$ cat src/rtl/cas_pkg.sv
// Shared types and default timing constants for the CoCo cassette FSK playback stage.
package cas_pkg;

  typedef enum logic [2:0] {
    ST_IDLE  = 3'd0,
    ST_FETCH = 3'd1,
    ST_WAIT  = 3'd2,
    ST_PLAY  = 3'd3,
    ST_END   = 3'd4
  } cas_state_t;

  localparam int CAS_ADDR_W = 25;
  localparam int CAS_RD_LAT = 4;
  localparam int CAS_HALF0  = 373;  // 1200 Hz half-cycle at 0.895 MHz Q
  localparam int CAS_HALF1  = 186;  // 2400 Hz half-cycle

endpackage

$ cat src/rtl/cas_fsk_gen.sv
// One-bit FSK cycle generator: a high half then a low half, each HALFx advance ticks long.
// A start pulse re-arms immediately, so back-to-back bits have no gap.
module cas_fsk_gen
  import cas_pkg::*;
#(
  parameter int HALF0 = CAS_HALF0,
  parameter int HALF1 = CAS_HALF1
) (
  input  logic clk_i,
  input  logic rst_ni,
  input  logic clr_i,
  input  logic adv_i,
  input  logic start_i,
  input  logic bit_i,
  output logic data_o,
  output logic bit_done_o
);

  localparam int CNT_W = $clog2(HALF0 + 1);

  logic [CNT_W-1:0] cnt_q, cnt_d, lim;
  logic             busy_q, busy_d;
  logic             phase_q, phase_d;
  logic             bit_q, bit_d;
  logic             data_q, data_d;
  logic             half_end;

  assign lim        = bit_q ? CNT_W'(HALF1 - 1) : CNT_W'(HALF0 - 1);
  assign half_end   = busy_q & adv_i & (cnt_q == lim);
  assign bit_done_o = half_end & phase_q;
  assign data_o     = data_q;

  always_comb begin
    cnt_d   = cnt_q;
    busy_d  = busy_q;
    phase_d = phase_q;
    bit_d   = bit_q;
    data_d  = data_q;
    if (clr_i) begin
      cnt_d   = '0;
      busy_d  = 1'b0;
      phase_d = 1'b0;
      data_d  = 1'b0;
    end else if (start_i) begin
      cnt_d   = '0;
      busy_d  = 1'b1;
      phase_d = 1'b0;
      bit_d   = bit_i;
      data_d  = 1'b1;
    end else if (busy_q && adv_i) begin
      if (half_end) begin
        cnt_d  = '0;
        data_d = 1'b0;
        if (!phase_q) phase_d = 1'b1;
        else          busy_d  = 1'b0;
      end else begin
        cnt_d = cnt_q + CNT_W'(1);
      end
    end
  end

  always_ff @(posedge clk_i or negedge rst_ni) begin
    if (!rst_ni) begin
      cnt_q   <= '0;
      busy_q  <= 1'b0;
      phase_q <= 1'b0;
      bit_q   <= 1'b0;
      data_q  <= 1'b0;
    end else begin
      cnt_q   <= cnt_d;
      busy_q  <= busy_d;
      phase_q <= phase_d;
      bit_q   <= bit_d;
      data_q  <= data_d;
    end
  end

endmodule

$ cat src/rtl/cas_fsk_player.sv
// CAS tape playback: fetches image bytes from SDRAM and plays them LSB-first as CoCo FSK audio.
// SDRAM read: sdram_rd is a 1-cycle strobe with sdram_addr stable; sdram_data is valid exactly RD_LAT cycles later.
module cas_fsk_player
  import cas_pkg::*;
#(
  parameter int ADDR_W = CAS_ADDR_W,
  parameter int RD_LAT = CAS_RD_LAT,
  parameter int HALF0  = CAS_HALF0,
  parameter int HALF1  = CAS_HALF1
) (
  input  logic              CLK50MHZ,
  input  logic              COCO_RESET_N,
  input  logic              Q,
  input  logic              en,
  input  logic              rewind,
  input  logic [ADDR_W-1:0] tape_len,
  output logic [ADDR_W-1:0] sdram_addr,
  output logic              sdram_rd,
  input  logic [7:0]        sdram_data,
  output logic              data,
  output logic              playing,
  output logic              eot
);

  localparam int LAT_W = $clog2(RD_LAT + 1);

  cas_state_t        state_q, state_d;
  logic [ADDR_W-1:0] addr_q, addr_d;
  logic [LAT_W-1:0]  lat_q, lat_d;
  logic              rd_q, rd_d;
  logic [7:0]        sr_q, sr_d, pf_q, pf_d;
  logic              sr_valid_q, sr_valid_d;
  logic              pf_valid_q, pf_valid_d;
  logic [2:0]        bitcnt_q, bitcnt_d;
  logic [2:0]        q_sync_q;
  logic              q_tick, gen_start, gen_bit, bit_done, more;

  // q_sync_q[1:0] is the synchroniser; q_sync_q[2] only remembers the previous level.
  assign q_tick = q_sync_q[1] & ~q_sync_q[2];
  assign more   = addr_q < tape_len;

  cas_fsk_gen #(.HALF0(HALF0), .HALF1(HALF1)) u_gen (
    .clk_i      (CLK50MHZ),
    .rst_ni     (COCO_RESET_N),
    .clr_i      (rewind),
    .adv_i      (q_tick & en),
    .start_i    (gen_start),
    .bit_i      (gen_bit),
    .data_o     (data),
    .bit_done_o (bit_done)
  );

  always_comb begin
    state_d    = state_q;
    addr_d     = addr_q;
    lat_d      = lat_q;
    rd_d       = 1'b0;
    sr_d       = sr_q;
    sr_valid_d = sr_valid_q;
    pf_d       = pf_q;
    pf_valid_d = pf_valid_q;
    bitcnt_d   = bitcnt_q;
    gen_start  = 1'b0;
    gen_bit    = 1'b0;

    // Bit boundaries are handled in every state: playback overlaps the prefetch.
    if (bit_done) begin
      if (bitcnt_q != 3'd7) begin
        sr_d      = {1'b0, sr_q[7:1]};
        bitcnt_d  = bitcnt_q + 3'd1;
        gen_start = 1'b1;
        gen_bit   = sr_q[1];
      end else if (pf_valid_q) begin
        sr_d       = pf_q;
        pf_valid_d = 1'b0;
        bitcnt_d   = 3'd0;
        gen_start  = 1'b1;
        gen_bit    = pf_q[0];
      end else begin
        sr_valid_d = 1'b0;
        bitcnt_d   = 3'd0;
      end
    end

    case (state_q)
      ST_IDLE: if (en && tape_len != '0) state_d = ST_FETCH;
      ST_FETCH: begin
        if (en) begin
          rd_d    = 1'b1;
          lat_d   = '0;
          state_d = ST_WAIT;
        end
      end
      ST_WAIT: begin
        // The read completes even with the motor off; it just cannot start a bit then.
        lat_d = lat_q + LAT_W'(1);
        if (lat_q == LAT_W'(RD_LAT)) begin
          addr_d = addr_q + ADDR_W'(1);
          if (en && !sr_valid_d) begin
            sr_d       = sdram_data;
            sr_valid_d = 1'b1;
            bitcnt_d   = 3'd0;
            gen_start  = 1'b1;
            gen_bit    = sdram_data[0];
            state_d    = (addr_d < tape_len) ? ST_FETCH : ST_PLAY;
          end else begin
            pf_d       = sdram_data;
            pf_valid_d = 1'b1;
            state_d    = ST_PLAY;
          end
        end
      end
      ST_PLAY: begin
        if (en) begin
          if (!sr_valid_q && pf_valid_q) begin
            sr_d       = pf_q;
            sr_valid_d = 1'b1;
            pf_valid_d = 1'b0;
            bitcnt_d   = 3'd0;
            gen_start  = 1'b1;
            gen_bit    = pf_q[0];
            if (more) state_d = ST_FETCH;
          end else if (bit_done && bitcnt_q == 3'd7 && pf_valid_q) begin
            if (more) state_d = ST_FETCH;
          end else if (!sr_valid_q && !pf_valid_q) begin
            state_d = more ? ST_FETCH : ST_END;
          end
        end
      end
      ST_END:  state_d = ST_END;
      default: state_d = ST_IDLE;
    endcase

    if (rewind) begin
      state_d    = ST_IDLE;
      addr_d     = '0;
      lat_d      = '0;
      rd_d       = 1'b0;
      sr_d       = '0;
      sr_valid_d = 1'b0;
      pf_valid_d = 1'b0;
      bitcnt_d   = 3'd0;
    end
  end

  always_ff @(posedge CLK50MHZ or negedge COCO_RESET_N) begin
    if (!COCO_RESET_N) begin
      state_q    <= ST_IDLE;
      addr_q     <= '0;
      lat_q      <= '0;
      rd_q       <= 1'b0;
      sr_q       <= '0;
      sr_valid_q <= 1'b0;
      pf_q       <= '0;
      pf_valid_q <= 1'b0;
      bitcnt_q   <= 3'd0;
      q_sync_q   <= 3'b000;
    end else begin
      state_q    <= state_d;
      addr_q     <= addr_d;
      lat_q      <= lat_d;
      rd_q       <= rd_d;
      sr_q       <= sr_d;
      sr_valid_q <= sr_valid_d;
      pf_q       <= pf_d;
      pf_valid_q <= pf_valid_d;
      bitcnt_q   <= bitcnt_d;
      q_sync_q   <= {q_sync_q[1:0], Q};
    end
  end

  assign sdram_addr = addr_q;
  assign sdram_rd   = rd_q;
  assign eot        = (state_q == ST_END);
  assign playing    = (state_q == ST_PLAY) |
                      (((state_q == ST_FETCH) | (state_q == ST_WAIT)) & sr_valid_q);

endmodule

$ cat config.mk
export PLATFORM = sky130hd
export DESIGN_NAME = cas_fsk_player
export DESIGN_NICKNAME = d
export VERILOG_FILES = /design/src/rtl/cas_pkg.sv /design/src/rtl/cas_fsk_gen.sv /design/src/rtl/cas_fsk_player.sv
export SDC_FILE = /design/constraint.sdc
export NUM_CORES = 1
export LEC_CHECK = 0
export BUFFER_PORTS_ARGS = -buffer_cell sky130_fd_sc_hd__clkbuf_2
export CAP_MARGIN = 5
export CORE_ASPECT_RATIO = 1.25
export CORE_MARGIN = 1.5
export CORE_UTILIZATION = 35
export DETAILED_ROUTE_END_ITERATION = 16
export SYNTH_ARGS = -nofsm -noshare
export SYNTH_HDL_FRONTEND = slang
export SYNTH_SLANG_ARGS = --single-unit
$ cat constraint.sdc
create_clock -name CLK50MHZ -period 4.75 [get_ports CLK50MHZ]
set_input_delay 0.7125 -clock CLK50MHZ [delete_from_list [all_inputs] [get_ports CLK50MHZ]]
set_output_delay 0.7125 -clock CLK50MHZ [all_outputs]
set_load 0.1 [all_outputs]
==> results of run 1 <==
-- flip-flops by register name, indices dropped and copies added, names as in the netlist, 3 cells and up --
signal,flops
pf_q,8
u_gen.cnt_q,9
lat_q,3
state_q,3
bitcnt_q,3
sdram_addr,25
sr_q,7
q_sync_q,3
-- worst register-to-register path: stages (launching register included) --
cell	delay [ns]
dfrtp_1	0.45
ha_1	0.21
and3_1	0.22
nand4_1	0.16
nor3_1	0.36
nand2_1	0.18
nor2_1	0.18
xor2_1	0.17
ha_1	0.27
a21o_1	0.19
a21o_1	0.17
a2111oi_0	0.44
nand4_1	0.16
a31oi_1	0.18
o211ai_1	0.11
-- placed cells by master (no fill, tap or decap), types with 13 or more instances in the layout --
cell type  instances
nand3_1           16
inv_1             32
nand4_1           13
xor2_1            23
clkbuf_2          65
nand2_1           61
a21oi_1           37
nor2_1            49
xnor2_1           15
o21ai_0           27
dfrtp_1           68
ha_1              54
-- per-layer routing --
| metal | part of all wire [%] | vias to the layer above |
|---|---|---|
| li1 | - | 2232 |
| met1 | 42 | 2196 |
| met2 | 51 | 126 |
| met3 | 3.9 | 28 |
| met4 | 3.0 | 0 |
| met5 | 0 | - |
-- area by class of cell --
class / count / area (um2)
Inverter: 32 / 120
Timing Repair Buffer: 68 / 345
Tap cell: 178 / 223
Multi-Input combinational cell: 458 / 3210
Sequential cell: 68 / 1700
Clock inverter: 4 / 72.6
Fill cell: 1458 / 8430
Clock buffer: 12 / 246
-- worst paths after layout --
check,endpoint,cells past startpoint,slack [ns],from
worst max-delay path,state_q[1],14,1.18,sdram_addr[0]
worst min-delay path,q_sync_q[1],0,0.35,q_sync_q[0]
worst max register to register,state_q[1],14,1.18,sdram_addr[0]
worst min register to register,q_sync_q[1],0,0.35,q_sync_q[0]
max in group asynchronous,sdram_addr[7],2,3.32,COCO_RESET_N
min in group asynchronous,q_sync_q[2],1,0.46,COCO_RESET_N
-- power groups by stage --
stage               sequential [W]  combinational [W]  clock (W)
global route              0.000595           0.000135   0.000764
detailed placement        0.000604           0.000121          0
global placement          0.000604           0.000118          0
CTS                       0.000594           0.000122   0.000738
finish                    0.000594           0.000120   0.000721
floorplan                 0.000602          0.0000705          0
-- logic make-up (layout without fill, tap and decap cells) --
logic type               count (synthesis)  in the layout  share of synthesized area, %
AND/OR/NAND/NOR                        211            211                          20.9
AO/OA/AOI/OAI                          146            146                          19.8
flip-flops                              68             68                          33.1
adder cells (fa/ha/maj)                 54             54                          13.1
buffers and inverters                   54            116                          4.60
XOR/XNOR                                38             38                          6.47
multiplexers                             9              9                          1.95
-- metrics by stage --
step | std cells | cell area (um2) | setup WS (ns) | hold slack (ns)
final | 820 | 5910 | 1.18 | 0.349
after global routing | 820 | 5910 | 0.768 | 0.355
after CTS | 820 | 5910 | 1.13 | 0.352
after detailed placement | 804 | 5600 | 1.16 | 0.340
after global placement | 804 | 5600 | 1.33 | 0.336
after floorplan | 580 | 5140 | 0.893 | 0.331
==> impl_metrics.ini, run 1 <==
[detailed_routing]
drc = 0
avgViaCountPerCell = 5.59
wl_um = 14100
first_pass_iters = 4
drt_iter0_drc = 218
vias = 4582
final_antenna_net_count = 0
detail_route.wl_per_cell_um = 17.2

[pwr]
clkPwrFrac_pct = 50.2
p_leak_nw = 2.82
swShare_pct = 23.6
report.power.total_w = 0.00144
intPower_w = 0.00110
p_sw_w = 0.000339
p_seq_share_pct = 41.4
ir_drop_mv = 0.185
pwr-share-comb_pct = 8.4
power_density_nw_per_um2 = 243

[clocking]
root_buffer = clkbuf_16
post_cts_resized = 0
cts_buffers = 9
clockBufferDepth = 2
clock_latency_ns = 0.33
post_cts.repair.setup_buffers = 0
htree_levels = 3
tritoncts = yes
cts.sinks = 68
clkTransAtPathRegs_ns = 0.05
cts-hold-fix-buffers = 0

[timing]
final_hold_viol_count = 0
skew_ns = 0.00818
max_slew_margin_pct = 30.4
tightestPinTransition_ns = 1.04
setup_tns_ns = 0
min_period_ns = 3.57
setup_viol = 0
rsz0062_at_grt = false
fin_crit_sh_pct = 75.2
slew_viol_final = 0
max_freq_mhz = 280

[run]
drv_cap = 0

[logic_synthesis]
synthTopCellsByCount = 68 x dfrtp_1, 61 x nand2_1, 54 x ha_1, 49 x nor2_1, 37 x a21oi_1
syn_area_um2 = 5140
avgSynthCellArea_um2 = 8.87
synth_edf_count = 0
synth_top_area_share_pct = 33.1
synth.area.top_cells = dfrtp_1 33%, ha_1 13%, nand2_1 4.5%, xor2_1 3.9%, a21oi_1 3.6%
seq_area_frac_synth_pct = 33.1
synthArstFlopShare_pct = 100
syn_inst = 580
synth_nets = 672
synth_largest_area_cell = dfrtp_1
ys.flop_type = dfrtp_1
ys_types = 61
yosysWarnings = 0
synth.most_common_cell = dfrtp_1
ys_ff_latch = 68

[layout]
utilization_pct = 41.2
area_delta_synth_final_pct = 15.0
diodes = 0
final_nets = 729
drive_gt1_share_pct = 15.4

[worst_hold_path]
hold_class = reg -> reg

[global_route]
use_met1_pct = 22.8
track_usage_pct = 18.6
grt_pass1_vias = 4694
use_met3_pct = 2.62
grt_pass1_wl_um = 23200
grt_max_degree = 37
antenna_found_initial = 0
overflow = 0
grt-busiest-layer = met2
met2_usage_pct = 32.3

[floorplanning]
initial_core_util_pct = 35.9
die-height_um = 139
rows = 49
io_pins = 67
dieArea_um2 = 15400
core_um2 = 14300
die_x_um = 111

[worst_setup_path]
critical-path-max-stage-delay_ns = 0.45
path_class = reg -> reg
critPathLaunchType = flip-flop
path_cells = ha_1 -> and3_1 -> nand4_1 -> nor3_1 -> nand2_1 -> nor2_1 -> xor2_1 -> ha_1 -> a21o_1 -> a21o_1 -> a2111oi_0 -> nand4_1 -> a31oi_1 -> o211ai_1
path_buf_inv = 0
cp_slowest_cell = dfrtp_1
end_kind = flip-flop
crit_fanout = 8
crit_family = simple AND/OR/NAND/NOR gates
cp.arrival_ns = 3.78
critical_path_required_ns = 4.96

[outcome]
status = finished, final reports clean

[placed_design]
gp_congestion = 0.861
hpwlAfterDp_um = 10700
io_buffers = 66
Note: power is estimated with default switching activity, not from simulation.
==> inputs of run 2 (changes only) <==
==> constraint.sdc (replaced) <==
create_clock -name CLK50MHZ -period 3.15 [get_ports CLK50MHZ]
set_input_delay 0.4725 -clock CLK50MHZ [delete_from_list [all_inputs] [get_ports CLK50MHZ]]
set_output_delay 0.4725 -clock CLK50MHZ [all_outputs]
set_load 0.1 [all_outputs]
==> run 2 against run 1 <==
Effect of this change:
- critical path depth shrank 1
- routed wire length grew 2.8%
- global-route usage grew 0.46 points
- final area rose by 6.3%
- highest routed layer unchanged
==> impl_metrics.ini, run 2 (synthesis gave the netlist of run 1 again) <==
[outcome]
status = finished, final reports clean

[worst_setup_path]
critPathLaunchType = flip-flop
path_cells = buf_4 -> and3_1 -> nand4_1 -> nor3_4 -> and3_1 -> xor2_1 -> ha_1 -> nand3_1 -> a21oi_1 -> a2111oi_4 -> nand4_1 -> a31oi_1 -> o211ai_1
crit_fanout = 7
critical-path-max-stage-delay_ns = 0.42
regToRegSetupSlack_ns = 0.23
r2r_cells = 13
crit_family = simple AND/OR/NAND/NOR gates
path_buf_inv = 1
cp.arrival_ns = 3.14
r2r-start = sdram_addr[0]
path_class = reg -> reg
critical_path_required_ns = 3.37
end_kind = flip-flop
r2r_end = state_q[1]
cp_slowest_cell = dfrtp_4

[floorplanning]
core_um2 = 14300
dieArea_um2 = 15400
die_x_um = 111
rows = 49
io_pins = 67
die-height_um = 139
initial_core_util_pct = 35.9

[timing]
min_period_ns = 2.92
max_freq_mhz = 343
rsz0062_at_grt = false
max_slew_margin_pct = 27.9
setup_tns_ns = 0
tightestPinTransition_ns = 1.08
holdWs_ns = 0.232
skew_ns = 0.00980
final_hold_viol_count = 0
slew_viol_final = 0
fin_crit_sh_pct = 92.6
setup_viol = 0

[detailed_routing]
drt_iter0_drc = 260
drc = 0
wl_um = 14500
avgViaCountPerCell = 5.48
vias = 4688
first_pass_iters = 6
final_antenna_net_count = 0
detail_route.wl_per_cell_um = 16.9

[pwr]
ir_drop_mv = 0.398
intPower_w = 0.00158
clkPwrFrac_pct = 48.6
p_seq_share_pct = 42.3
pwr-share-comb_pct = 9.1
power_density_nw_per_um2 = 337
swShare_pct = 25.4
p_leak_nw = 3.02
p_sw_w = 0.000538

[layout]
fillers = 1434
utilization_pct = 43.8
final_design_area_no_fill_um2 = 6280
largest_reg_flops = 25
final_nets = 765
layout_common_cells = 65 x clkbuf_2, 60 x nand2_1, 53 x ha_1, 53 x dfrtp_1, 48 x nor2_1
diodes = 0
area_delta_synth_final_pct = 22.2
drive_gt1_share_pct = 23.9
multi_input_area_um2 = 3280
final_common_cell = clkbuf_2
seqCellArea_um2 = 1730

[global_route]
track_usage_pct = 19.1
grt_max_degree = 37
overflow = 0
antenna_found_initial = 0
grt_pass1_wl_um = 23600
grt_pass1_vias = 4769

[clocking]
root_buffer = clkbuf_16
tritoncts = yes
cts-hold-fix-buffers = 0
cts.sinks = 68
cts_buffers = 9
htree_levels = 3
clock_latency_ns = 0.34
clockBufferDepth = 2
clkTransAtPathRegs_ns = 0.06

[placed_design]
hpwlAfterDp_um = 11200
gp_congestion = 0.923
post_dp_cell_area_um2 = 5900
io_buffers = 66

[worst_hold_path]
hold_class = in -> async

[run]
drv_cap = 0
[run 2: through the flow]
step                      std cells  total power (W)  setup slack, ns
after floorplan                 580          0.00101           -0.180
after global placement          838          0.00110         -0.00606
after detailed placement        838          0.00110          -0.0369
after CTS                       855          0.00215           0.0218
after global routing            856          0.00221           0.0116
final                           856          0.00212            0.235
[run 2: layout make-up]
type / count / area share (%)
Timing Repair Buffer: 104 / 9.99
Clock inverter: 6 / 1.02
Tap cell: 178 / 3.54
Multi-Input combinational cell: 458 / 52.2
Inverter: 32 / 1.91
Sequential cell: 68 / 27.5
Clock buffer: 10 / 3.80
[run 2: repair_timing]
action	4_1_cts	5_1_grt
endpoints found under the setup margin	1	1
gates resized for setup	2	9
pin swaps	1	9
setup buffers	1	1
[run 2: worst max path at each step]
stage                  startpoint    endpoint  slack [ns]  cells past startpoint
global route        sdram_addr[0]  state_q[1]        0.01                     13
finish              sdram_addr[0]  state_q[1]        0.23                     13
CTS                 sdram_addr[0]  state_q[1]        0.02                     14
detailed placement  sdram_addr[1]  state_q[1]       -0.04                     14
global placement    sdram_addr[0]  state_q[1]      -0.006                     14
floorplan           sdram_addr[7]  state_q[1]       -0.18                     14
[run 2: power by group through the flow]
| stage | registers (W) | clock network, W | logic [W] |
|---|---|---|---|
| after global placement | 0.000911 | 0 | 0.000184 |
| after detailed placement | 0.000912 | 0 | 0.000188 |
| after global routing | 0.000898 | 0.00110 | 0.000215 |
| after CTS | 0.000896 | 0.00106 | 0.000191 |
| final | 0.000896 | 0.00103 | 0.000193 |
| after floorplan | 0.000907 | 0 | 0.000107 |
[run 2: metal layers]
metal	part of all wire, %	global-route usage [%]
met5	0	0
met4	2.9	8.19
met3	3.7	3.76
met2	52	33.5
met1	42	22.6
==> inputs of run 3 (changes only) <==
--- a/config.mk
+++ b/config.mk
@@ -9,8 +9,9 @@
 export CAP_MARGIN = 5
 export CORE_ASPECT_RATIO = 1.25
 export CORE_MARGIN = 1.5
-export CORE_UTILIZATION = 35
+export CORE_UTILIZATION = 53
 export DETAILED_ROUTE_END_ITERATION = 16
+export PLACE_DENSITY = 0.77
 export SYNTH_ARGS = -nofsm -noshare
 export SYNTH_HDL_FRONTEND = slang
 export SYNTH_SLANG_ARGS = --single-unit
==> constraint.sdc (replaced) <==
create_clock -name CLK50MHZ -period 3.15 [get_ports CLK50MHZ]
set_input_delay 0.315 -clock CLK50MHZ [delete_from_list [all_inputs] [get_ports CLK50MHZ]]
set_output_delay 0.315 -clock CLK50MHZ [all_outputs]
set_load 0.1 [all_outputs]
==> run 3 against run 2 <==
Effect of this change:
- sequential share of layout area grew 0.83 points
- largest cell class unchanged
- die area shrank 33%
- setup slack lost 0.23 ns
- critical path type unchanged
- total power grew 11%
- sequential power is essentially flat
- global-route usage grew 8.4 points
- critical path depth grew 1
- clock power grew 23%
- hold slack lost 0.23 ns
- flip-flop and latch count is the same
- highest routed layer unchanged
- routed wire length shrank 5.0%
- critical endpoint unchanged
==> impl_metrics.ini, run 3 (synthesis gave the netlist of run 1 again) <==
[worst_hold_path]
hold_class = in -> async

[pwr]
ir_drop_mv = 0.495
p_leak_nw = 2.93
intPower_w = 0.00182
p_seq_share_pct = 38.1
power_density_nw_per_um2 = 384
report.power.total_w = 0.00235
pwr-share-comb_pct = 8.0
clkPwrFrac_pct = 53.8
swShare_pct = 22.5
p_sw_w = 0.000529

[worst_setup_path]
critical_path_required_ns = 3.37
crit_fanout = 5
path_class = reg -> reg
end_kind = flip-flop
r2r-start = sdram_addr[1]
r2r_end = state_q[1]
cp.arrival_ns = 3.37
critPathLaunchType = flip-flop
r2r_cells = 14
regToRegSetupSlack_ns = 0.0008

[layout]
final_nets = 747
layout_common_cells = 65 x clkbuf_2, 61 x nand2_1, 53 x ha_1
multi_input_area_um2 = 3260
diodes = 0
fillers = 806
seqCellArea_um2 = 1740
area_delta_synth_final_pct = 19.2
final_common_cell = clkbuf_2
drive_gt1_share_pct = 22.0
utilization_pct = 64.5
largest_reg_flops = 25

[floorplanning]
dieArea_um2 = 10300
die_x_um = 91.1
core_um2 = 9510
initial_core_util_pct = 54.1
rows = 40
die-height_um = 113
io_pins = 67

[timing]
max_slew_margin_pct = 55.0
setup_viol = 0
tightestPinTransition_ns = 0.675
fin_ws_ns = 0.000824
final_hold_viol_count = 0
max_freq_mhz = 318
min_period_ns = 3.15
skew_ns = 0.00646
holdWs_ns = 0.00516
slew_viol_final = 0
fin_crit_sh_pct = 100
rsz0062_at_grt = true

[detailed_routing]
detail_route.wl_per_cell_um = 17.5
avgViaCountPerCell = 6.04
drt_iter0_drc = 250
vias = 4751
first_pass_iters = 4
drc = 0
final_antenna_net_count = 0
wl_um = 13800

[placed_design]
dp_slack_ns = 0.00778
gp_congestion = 0.942
hpwlAfterDp_um = 10400
io_buffers = 66

[clocking]
root_buffer = clkbuf_16
htree_levels = 3
clockBufferDepth = 2
clkTransAtPathRegs_ns = 0.06
tritoncts = yes
clock_latency_ns = 0.34
cts.sinks = 68
cts_buffers = 9

[global_route]
antenna_found_initial = 0
track_usage_pct = 27.5
overflow = 0
grt_pass1_vias = 4922
grt_pass1_wl_um = 22600
grt_max_degree = 28

[outcome]
status = finished, final reports clean

[run]
drv_cap = 0
[run 3: metal layers]
metal  GRT usage [%]  up-vias  wire length (um)
met5               0        -                 0
met2            51.3      113              7420
li1                -     2272                 -
met3            3.49       31               417
met1            30.7     2335              5550
met4            13.0        0               401
[run 3: timing repair]
action	4_1_cts	5_1_grt
buffers inserted	0	3
resized for setup	0	2
hold buffers	0	0
endpoints found under the setup margin	0	1
[run 3: power groups by stage]
stage | clock (W) | combinational [W] | sequential (W)
2_1_floorplan | 0 | 0.000109 | 0.000907
3_3_place_gp | 0 | 0.000178 | 0.000911
3_5_place_dp | 0 | 0.000185 | 0.000912
4_1_cts | 0.00128 | 0.000186 | 0.000896
5_1_grt | 0.00131 | 0.000211 | 0.000898
6_report | 0.00127 | 0.000189 | 0.000897
[run 3: final cells by class]
type / instances / area share (%)
multi-input combinational: 458 / 53.2
sequential: 68 / 28.3
timing repair buffer: 86 / 7.84
clock buffer: 10 / 3.90
tap: 126 / 2.57
clock inverter: 6 / 2.18
inverter: 32 / 1.96
[run 3: metrics by stage]
step | instance area [um2] | instances | setup TNS (ns)
2_1_floorplan | 5230 | 580 | -0.0391
3_3_place_gp | 5720 | 767 | 0
3_5_place_dp | 5720 | 767 | 0
4_1_cts | 6090 | 783 | 0
5_1_grt | 6130 | 786 | -0.148
6_report | 6130 | 786 | 0
[run 3: how the worst max path moves through the flow]
stage / startpoint / endpoint / slack (ns) / cells past startpoint
after floorplan: sdram_addr[7] / state_q[1] / -0.04 / 14
after global placement: sdram_addr[1] / state_q[1] / 0.1 / 14
after detailed placement: sdram_addr[1] / state_q[1] / 0.008 / 14
after CTS: sdram_addr[1] / state_q[1] / 0.0009 / 14
after global routing: sdram_addr[1] / state_q[1] / -0.15 / 14
final: sdram_addr[1] / state_q[1] / 0.0008 / 14
[run 3: critical path, stage by stage (launching register included)]
cell and delay [ns]:
dfrtp_4 0.44, ha_4 0.14, and3_4 0.20, nand4_1 0.16, nor3_2 0.32, nand2_1 0.15
nor2_1 0.15, xor2_1 0.17, ha_1 0.26, a21o_1 0.18, a21o_1 0.19, a2111oi_4 0.28
nand4_1 0.12, a31oi_1 0.16, o211ai_1 0.09
